File: src/rtl/micro_ctrl_alu_unit_pkg.sv
// Shared definitions for the microprogrammed control / ALU core of the multi-cycle MIPS CPU.
// Holds the control-word bit map, sequencing encodings, opcode/funct constants and the microcode ROM.
package micro_ctrl_alu_unit_pkg;

  localparam int WORD_W = 32;
  localparam int CTRL_W = 18;
  localparam int MPC_W  = 4;

  // Control-word bit positions (multi-bit fields give their LSB).
  localparam int CB_ADDR_LO      = 0;
  localparam int CB_PCWRITE      = 2;
  localparam int CB_PCWRITE_COND = 3;
  localparam int CB_PCSRC_LO     = 4;
  localparam int CB_IRWRITE      = 6;
  localparam int CB_MEMWRITE     = 7;
  localparam int CB_MEMREAD      = 8;
  localparam int CB_IORD         = 9;
  localparam int CB_REGWRITE     = 10;
  localparam int CB_MEMTOREG     = 11;
  localparam int CB_REGDST       = 12;
  localparam int CB_ALUSRCB_LO   = 13;
  localparam int CB_ALUSRCA      = 15;
  localparam int CB_ALUOP_LO     = 16;

  typedef enum logic [1:0] {
    ADDR_FETCH     = 2'd0,
    ADDR_DISPATCH1 = 2'd1,
    ADDR_DISPATCH2 = 2'd2,
    ADDR_NEXT      = 2'd3
  } addr_ctl_e;

  typedef enum logic [1:0] {
    ALUOP_ADD   = 2'd0,
    ALUOP_SUB   = 2'd1,
    ALUOP_FUNCT = 2'd2,
    ALUOP_RSVD  = 2'd3
  } aluop_e;

  typedef enum logic [2:0] {
    ALU_AND  = 3'b000,
    ALU_OR   = 3'b001,
    ALU_ADD  = 3'b010,
    ALU_XOR  = 3'b011,
    ALU_NOR  = 3'b100,
    ALU_NONE = 3'b101,
    ALU_SUB  = 3'b110,
    ALU_SLT  = 3'b111
  } alu_op_e;

  localparam logic [MPC_W-1:0] ST_FETCH    = 4'd0;
  localparam logic [MPC_W-1:0] ST_DECODE   = 4'd1;
  localparam logic [MPC_W-1:0] ST_MEMADDR  = 4'd2;
  localparam logic [MPC_W-1:0] ST_LW_READ  = 4'd3;
  localparam logic [MPC_W-1:0] ST_LW_WB    = 4'd4;
  localparam logic [MPC_W-1:0] ST_SW       = 4'd5;
  localparam logic [MPC_W-1:0] ST_R_EXEC   = 4'd6;
  localparam logic [MPC_W-1:0] ST_R_WB     = 4'd7;
  localparam logic [MPC_W-1:0] ST_BEQ      = 4'd8;
  localparam logic [MPC_W-1:0] ST_JUMP     = 4'd9;

  localparam logic [5:0] OP_RTYPE = 6'd0;
  localparam logic [5:0] OP_J     = 6'd2;
  localparam logic [5:0] OP_BEQ   = 6'd4;
  localparam logic [5:0] OP_LW    = 6'd35;
  localparam logic [5:0] OP_SW    = 6'd43;

  localparam logic [5:0] FN_ADD = 6'b100000;
  localparam logic [5:0] FN_SUB = 6'b100010;
  localparam logic [5:0] FN_AND = 6'b100100;
  localparam logic [5:0] FN_OR  = 6'b100101;
  localparam logic [5:0] FN_SLT = 6'b101010;

  // Unused slots carry AddrCtl = fetch so a stray micro-PC always recovers.
  localparam logic [CTRL_W-1:0] UCODE [0:15] = '{
    18'h02147, 18'h06001, 18'h0C002, 18'h00303,
    18'h00C00, 18'h00280, 18'h28003, 18'h01400,
    18'h18018, 18'h00024, 18'h00000, 18'h00000,
    18'h00000, 18'h00000, 18'h00000, 18'h00000
  };

endpackage

File: src/rtl/micro_ctrl_alu_unit_if.sv
// Instruction-field, operand and result bundle between the datapath and the control/ALU core.
interface micro_ctrl_alu_unit_if;
  import micro_ctrl_alu_unit_pkg::*;

  logic [5:0]        opcode;
  logic [5:0]        funct;
  logic [WORD_W-1:0] alu_a;
  logic [WORD_W-1:0] alu_b;
  logic [CTRL_W-1:0] control;
  logic [MPC_W-1:0]  current_mpc;
  logic [WORD_W-1:0] alu_result;
  logic              zero;

  modport master (
    output opcode, funct, alu_a, alu_b,
    input  control, current_mpc, alu_result, zero
  );

  modport slave (
    input  opcode, funct, alu_a, alu_b,
    output control, current_mpc, alu_result, zero
  );
endinterface

File: src/rtl/micro_ctrl_alu_unit_alu32.sv
// ALU-control decoder plus 32-bit combinational ALU; SLT compares as signed, ADD/SUB wrap.
module micro_alu32
  import micro_ctrl_alu_unit_pkg::*;
(
  input  aluop_e            alu_op,
  input  logic [5:0]        funct,
  input  logic [WORD_W-1:0] a,
  input  logic [WORD_W-1:0] b,
  output logic [WORD_W-1:0] result,
  output logic              zero
);

  alu_op_e op;

  // NOTE: every always_comb output gets a default first so no path can infer a latch.
  always_comb begin
    op = ALU_ADD;
    unique case (alu_op)
      ALUOP_SUB: op = ALU_SUB;
      ALUOP_FUNCT: begin
        unique case (funct)
          FN_SUB:  op = ALU_SUB;
          FN_AND:  op = ALU_AND;
          FN_OR:   op = ALU_OR;
          FN_SLT:  op = ALU_SLT;
          default: op = ALU_ADD;
        endcase
      end
      default: op = ALU_ADD;
    endcase
  end

  always_comb begin
    result = '0;
    unique case (op)
      ALU_AND:  result = a & b;
      ALU_OR:   result = a | b;
      ALU_ADD:  result = a + b;
      ALU_XOR:  result = a ^ b;
      ALU_NOR:  result = ~(a | b);
      ALU_SUB:  result = a - b;
      ALU_SLT:  result = {{(WORD_W-1){1'b0}}, ($signed(a) < $signed(b))};
      default:  result = '0;
    endcase
  end

  assign zero = (result == '0);

endmodule

File: src/rtl/micro_ctrl_alu_unit.sv
// Microprogrammed control sequencer (micro-PC + ROM + dispatch) driving the ALU sub-block.
module micro_ctrl_alu_unit
  import micro_ctrl_alu_unit_pkg::*;
(
  input  logic                 clk,
  input  logic                 rst,
  micro_ctrl_alu_unit_if.slave bus
);

  logic [MPC_W-1:0]  mpc;
  logic [MPC_W-1:0]  mpc_next;
  logic [CTRL_W-1:0] ctrl;
  addr_ctl_e         addr_ctl;
  aluop_e            alu_op;

  // NOTE: the ROM is a constant table, so it has no storage to reset; only the micro-PC is reset.
  assign ctrl     = UCODE[mpc];
  assign addr_ctl = addr_ctl_e'(ctrl[CB_ADDR_LO +: 2]);
  assign alu_op   = aluop_e'(ctrl[CB_ALUOP_LO +: 2]);

  always_comb begin
    mpc_next = ST_FETCH;
    unique case (addr_ctl)
      ADDR_NEXT: mpc_next = mpc + 4'd1;
      ADDR_DISPATCH1: begin
        unique case (bus.opcode)
          OP_RTYPE:     mpc_next = ST_R_EXEC;
          OP_J:         mpc_next = ST_JUMP;
          OP_BEQ:       mpc_next = ST_BEQ;
          OP_LW, OP_SW: mpc_next = ST_MEMADDR;
          default:      mpc_next = ST_FETCH;
        endcase
      end
      ADDR_DISPATCH2: begin
        unique case (bus.opcode)
          OP_LW:   mpc_next = ST_LW_READ;
          OP_SW:   mpc_next = ST_SW;
          default: mpc_next = ST_FETCH;
        endcase
      end
      default: mpc_next = ST_FETCH;
    endcase
  end

  // NOTE: sequential state uses non-blocking assignment so all flops update together at the edge.
  always_ff @(posedge clk or negedge rst) begin
    if (!rst) mpc <= ST_FETCH;
    else      mpc <= mpc_next;
  end

  micro_alu32 u_alu (
    .alu_op (alu_op),
    .funct  (bus.funct),
    .a      (bus.alu_a),
    .b      (bus.alu_b),
    .result (bus.alu_result),
    .zero   (bus.zero)
  );

  assign bus.control     = ctrl;
  assign bus.current_mpc = mpc;

endmodule

File: src/flat_wrapper.sv
// flat-port wrapper written by rule: the top's interface ports become plain ports
module micro_ctrl_alu_unit_flat import micro_ctrl_alu_unit_pkg::*;
  (clk, rst, bus_opcode, bus_funct, bus_alu_a, bus_alu_b, bus_control, bus_current_mpc, bus_alu_result, bus_zero);
  micro_ctrl_alu_unit_if bus_i ();
  input  logic clk;
  input  logic rst;
  input wire logic [$bits(bus_i.opcode)-1:0] bus_opcode;
  input wire logic [$bits(bus_i.funct)-1:0] bus_funct;
  input wire logic [$bits(bus_i.alu_a)-1:0] bus_alu_a;
  input wire logic [$bits(bus_i.alu_b)-1:0] bus_alu_b;
  output wire logic [$bits(bus_i.control)-1:0] bus_control;
  output wire logic [$bits(bus_i.current_mpc)-1:0] bus_current_mpc;
  output wire logic [$bits(bus_i.alu_result)-1:0] bus_alu_result;
  output wire logic [$bits(bus_i.zero)-1:0] bus_zero;
  assign bus_i.opcode = bus_opcode;
  assign bus_i.funct = bus_funct;
  assign bus_i.alu_a = bus_alu_a;
  assign bus_i.alu_b = bus_alu_b;
  assign bus_control = bus_i.control;
  assign bus_current_mpc = bus_i.current_mpc;
  assign bus_alu_result = bus_i.alu_result;
  assign bus_zero = bus_i.zero;
  micro_ctrl_alu_unit u_core (.clk(clk), .rst(rst), .bus(bus_i));
endmodule
File: config.mk
export PLATFORM = sky130hd
export DESIGN_NAME = micro_ctrl_alu_unit_flat
export DESIGN_NICKNAME = d
export VERILOG_FILES = /design/src/rtl/micro_ctrl_alu_unit_pkg.sv /design/src/rtl/micro_ctrl_alu_unit_if.sv /design/src/rtl/micro_ctrl_alu_unit_alu32.sv /design/src/rtl/micro_ctrl_alu_unit.sv /design/src/flat_wrapper.sv
export SDC_FILE = /design/constraint.sdc
export NUM_CORES = 1
export LEC_CHECK = 0
export ABC_AREA = 1
export ABC_CLOCK_PERIOD_IN_PS = 8900
export CAP_MARGIN = 20
export CORE_AREA = 2 2 140 142
export CTS_BUF_LIST = sky130_fd_sc_hd__clkbuf_4
export CTS_CLUSTER_SIZE = 12
export DETAILED_ROUTE_END_ITERATION = 6
export DIE_AREA = 0 0 142 144
export GPL_TIMING_DRIVEN = 0
export PLACE_DENSITY = 0.7
export SLEW_MARGIN = 30
export SYNTH_ARGS = -nofsm -noshare
export SYNTH_HDL_FRONTEND = slang
export SYNTH_SLANG_ARGS = --single-unit
File: constraint.sdc
create_clock -name clk -period 8.9 [get_ports clk]
set_input_delay 1.78 -clock clk [delete_from_list [all_inputs] [get_ports clk]]
set_output_delay 1.78 -clock clk [all_outputs]
set_load 0.05 [all_outputs]
Yosys cells after proc, flatten, opt, wreduce, memory -nomap -nowiden --
Memories as Yosys holds them, arrays and structs flattened. Cells that the tools add are included.
Storage, ports and cells: output and inout bits 55, register bits after elaboration 4, input bits 78, bits in read-only memories 288, memories kept 1
Operators by class: equal/unequal tests 19, reduce and logical (&&, ||, !) cells 4, bitwise logic cells 5, add/sub/neg operators 3, multiplexer cells 8, order comparisons 2
Memories:
- (no name shown) | depth 16, bits a word 18, read ports 1, clocked after memory_dff 0, write ports 0, RTL line micro_ctrl_alu_unit.sv:17 | assign ctrl = UCODE[mpc];
Operators with widths (count):
- $pmux W32 S7 | 1
- $eq A6 B6 Y1 const B | 6
- $mux W18 | 2
- $add A32 B32 Y32 | 1
- $and A32 B32 Y32 | 1
- $logic_not A32 Y1 | 1
- $lt A32 B32 Y1 | 1
- $not A32 Y32 | 1
- $or A32 B32 Y32 | 1
- $sub A32 B32 Y32 | 1
- $xor A32 B32 Y32 | 1
- $pmux W4 S4 | 1
- $pmux W3 S2 | 2
- $pmux W3 S4 | 1
- $pmux W4 S3 | 1
- $eq A3 B3 Y1 const B | 3
- $eq A2 B2 Y1 const B | 3
- $eq A3 B2 Y1 const B | 2
- $eq A6 B2 Y1 const B | 1
- $eq A6 B3 Y1 const B | 1
- $logic_not A6 Y1 | 1
- $ge A5 B5 Y1 const B | 1
- $not A4 Y5 | 1
- $add A4 B1 Y4 const B | 1
- other kinds (4) | 5

Logic depth before layout (Yosys ltp) --
depth in word-level cells 9, depth in mapped cells 21, gate-level depth less buffers 20

Cells and area by module --
From an unflattened synthesis, not the netlist that was laid out.
Unflattened totals: cell total of the unflattened synthesis 1558, area total of the unflattened synthesis 7612.3 um^2
By module, submodules not included:
- micro_alu32 | instances 1, area an instance 7033.0 um^2, cells an instance 1464, sequential area each 0.0 um^2
- micro_ctrl_alu_unit | instances 1, area an instance 579.3 um^2, cells an instance 94, sequential area each 100.1 um^2

Worst setup path before layout --
OpenSTA, ideal clock, no wires.
kind input-to-output, start point in bus_alu_b[0], end point out bus_zero, required time 7.120 ns, slack 2.552 ns, arrival time 4.568 ns, stages on the path 19, path through ha_1 -> fa_1 -> nand2_1 -> inv_1 -> nand2_1 -> nand2_1 -> nand2_1 -> nand2_1 -> nand2_1 -> nand2_1 -> nand2_1 -> o21ai_1 -> nand2_1 -> nand3_1 -> nor2_1 -> nand2_1 -> nor2_1 -> nand3_1 -> nor2_1
On the way: elaborated cells on any way between the ends 9
RTL lines:
- from (decl) | RTL line flat_wrapper.sv:10 | input wire logic [$bits(bus_i.alu_b)-1:0] bus_alu_b;
- $sub A32 B32 Y32 / $add A32 B32 Y32 (equally long branches) | RTL line micro_ctrl_alu_unit_alu32.sv:41, micro_ctrl_alu_unit_alu32.sv:38
- $pmux W32 S7 * | RTL line micro_ctrl_alu_unit_alu32.sv:35 | unique case (op)
- via bus_alu_result[16] | RTL line flat_wrapper.sv:13 | output wire logic [$bits(bus_i.alu_result)-1:0] bus_alu_result;
- $logic_not A32 Y1 * | RTL line micro_ctrl_alu_unit_alu32.sv:47 | assign zero = (result == '0);
- to (decl) | RTL line flat_wrapper.sv:14 | output wire logic [$bits(bus_i.zero)-1:0] bus_zero;
Mark *: on every way through the listed nets, which the timed path passes. The rest lies on a longest branch.

Final worst setup path --
start point in bus_alu_a[0], end point out bus_zero
On the way: cells in the longest elaborated chain, start to end 4, elaborated cells on any way between the ends 9
RTL lines:
- from (decl) | RTL line flat_wrapper.sv:9 | input wire logic [$bits(bus_i.alu_a)-1:0] bus_alu_a;
- branches (longest 2 deep; another with $sub A32 B32 Y32)
- $pmux W32 S7 * | RTL line micro_ctrl_alu_unit_alu32.sv:35
- $logic_not A32 Y1 * | RTL line micro_ctrl_alu_unit_alu32.sv:47
Every way passes the cells marked *.

==> results.md <==
* Status: finished, violations left
* Failing checks: DRC
* Number of flip-flops under the largest register name at 4
* Worst-Skew Late Latency at 0.23 ns
* Max-slew headroom at about half
* YS warnings at 0
* Switching Fraction at approximately 66%
* Clk Tree Root Cell: clkbuf_4
* Max-cap violations at 0
* Most common cell after layout, fill and taps aside: nand2_1
* Total leakage power at 5.07 nW
* CP Class: in -> out
* Routed len/inst at 15.0 um
* Worst-margin pin slew at 0.742 ns
* Layout cells sized above 1 at 4.77%
* H-tree levels at 1
* Cts-stage hold buffer count at 0
* DRT iter0 DRCs at roughly 830
* Commonest cells after routing, fill and taps aside: 430 x nand2_1, 295 x inv_1, 198 x nor2_1
* Finished Cell Area at between 0.008 and 0.009 mm2
* GRT Total Usage at 25.6%
* CP Capture Type: output pin
* # port buffers at 132
* Fillers at 2,160
* Dpl cell area at 0.00872 mm2
* Cts bufs inserted at 3
* Synth Flop Type: dfrtp_1
* Critical Path AT at 5.76 ns
* DIE WIDTH at 142 um
* Vias in the first global route at approximately 8,100
* Worst hold path type: reg -> reg
* Final min period at 7.54 ns
* Period Utilization, post-route at 84.8%
* Worst setup SP type: input pin
* Net Switching at 641 uW
* Pin count of the biggest net entering global routing at 11
* Gate power share at 94.2%
* Total negative slack at 0 ns
* Data required, critical path at 7.12 ns
* Synthesis-stage register bit count at 4
* Mapped cell area at 0.00710 mm2
* Final Hold Fails at 0
* Post-route ant nets at 0
* CTS clk-pin slew, worst paths at 0.04 ns
* Router iterations before antenna repair at 7
* I/O pins at between 100 and 150
* PostCTS Resize Cnt at 0
* Post-synthesis cell type count at 46
* Final Skew at 0.00518 ns
* Post-Route WL at 26,900 um
* Pwr per Cell Area at 111 mW/mm2
* Initial Util at 37.2%
* Syn-to-layout area delta at 23.1%
* HP Start: u_core.bus.current_mpc[0]
* Vias per inst at roughly 5
* ANT cells at 0
* Syn_area_per_cell at 5.01 um2
* P_int at 333 uW
* Number of synthesized flops with an enable pin at 0
* Gpl congestion at a little under 1
* Fmax achieved at 0.133 GHz
* Nets at 1,737
* Unrepaired setup endpoints after global routing: no
* Clock power share at 2.3%
* Post-DP HPWL at 23,200 um
* Worst r2r src: u_core.bus.current_mpc[0]
* Flop pwr share at 3.5%
* Clock sinks at 4
* GR Overflow Total at 0
* Vias at around 8,900
* Final setup fails at 0
* CTS tree: built
* Worst setup margin at 1.36 ns
* Die area at 0.0204 mm2
* # DRC at 2
* VDD IR max at ~0.00023 V
* Core area at 0.0191 mm2
* Sequential share of the synthesized area at 1.41%
* Die Y at 144 um
* Synth Net Count at 1,600
* Asr flop ratio synth at 100%
* Worst-path fanout max at 4
* Cells after Synth at 1,417
* Initial antenna violation count at 1
* Pre-CTS WS at 1.37 ns
* Wire length of the first global-routing pass at 41,100 um
* Row cnt at 51
* Setup bufs post-CTS at 0
* CP Launch Point: bus_alu_a[0]
* Max-slew violations at 0
* Clock buffer depth at 2
## final timing paths
check,endpoint,slack [ns],depth (start not counted)
max,bus_zero,1.36,20
min,u_core.bus.current_mpc[3],0.78,2
max in group asynchronous,u_core.bus.current_mpc[2],6.99,1
min in group asynchronous,u_core.bus.current_mpc[0],1.75,1
min reg2reg,u_core.bus.current_mpc[3],0.78,2
max reg2reg,u_core.bus.current_mpc[1],7.05,8
## logic make-up (layout without fill, tap and decap cells)
logic type / Yosys count / count (layout) / synth area share (%)
buf+inv: 339 / 474 / 19.3
xor+xnor: 8 / 8 / 0.987
compound gates: 124 / 124 / 9.94
flops: 4 / 4 / 1.41
fa+ha+maj: 105 / 105 / 18.7
simple gates: 837 / 837 / 49.6
## final cells by class
cell class / instances / area (um2) / share of cell area, %
well taps: 238 / 298 / 3.41
clock buffers: 3 / 22.5 / 0.258
multi-input cells: 1074 / 5630 / 64.4
inverters: 298 / 1120 / 12.8
flip-flops and latches: 4 / 100 / 1.15
plain buffers: 41 / 250 / 2.86
repair buffers: 132 / 1320 / 15.1
## synth_stat cells, types with 2 or more instances
master	instances	area, um2
buf_2	28	140
and2_1	6	37.5
nor3_2	2	20.0
o21bai_1	14	105
o211ai_1	4	30.0
nand2_1	430	1610
a31oi_1	2	12.5
nand3_1	143	716
ha_1	103	1290
nand2_2	6	37.5
inv_2	2	7.51
fa_1	2	40.0
o22ai_1	3	18.8
o21a_1	2	15.0
nor2_1	198	743
a21oi_2	2	17.5
nor4_1	2	12.5
buf_4	6	45.0
a21oi_1	68	340
xor2_1	7	61.3
nor3b_1	2	15.0
inv_1	295	1110
nor2_2	6	37.5
nor3_1	12	60.1
dfrtp_1	4	100
buf_6	5	56.3
or2_2	4	25.0
nand4_1	16	100
nand3_2	3	30.0
o21ai_0	22	110
or2_0	3	18.8
## per-stage QoR
step | total power, mW | instances | utilization (%) | hold slack (ns)
floorplan | 0.643 | 1417 | - | 0.906
global placement | 0.937 | 1787 | 45.7 | 0.767
detailed placement | 0.940 | 1787 | 45.7 | 0.760
CTS | 0.968 | 1790 | 45.8 | 0.780
global route | 1.05 | 1790 | 45.8 | 0.809
finish | 0.974 | 1790 | 45.8 | 0.777
## metal layers
metal,up-vias,part of all wire [%],GRT usage [%],wire length (um)
met3,29,9.7,3.21,2610
met2,371,44,42.3,11900
met5,-,0,0,0
met4,0,1.6,4.74,425
met1,3951,45,35.9,12000
li1,4597,-,-,-
## power by group through the flow
| stage | sequential [mW] | clock [mW] | combinational [mW] |
|---|---|---|---|
| 4_1_cts | 0.0344 | 0.0237 | 0.910 |
| 6_report | 0.0343 | 0.0223 | 0.917 |
| 2_1_floorplan | 0.0496 | 0 | 0.594 |
| 3_5_place_dp | 0.0344 | 0 | 0.905 |
| 5_1_grt | 0.0350 | 0.0252 | 0.993 |
| 3_3_place_gp | 0.0346 | 0 | 0.903 |
## critical path, cell delays in order
cell and delay, ns:
clkdlybuf4s50_1 0.49, inv_1 0.07, ha_1 0.23, fa_1 0.41, inv_1 0.14, nand3_1 0.09
nand3_1 0.27, nand2_1 0.11, nand2_1 0.17, nand2_1 0.07, nand3_1 0.06, nand2_1 0.05
nor2_1 0.12, nand2_1 0.10, nor2_1 0.19, nand2_1 0.10, nor2_1 0.27, nand3_1 0.13
nor2_1 0.10, clkdlybuf4s50_1 0.81
Note: power is estimated with default switching activity, not from simulation.
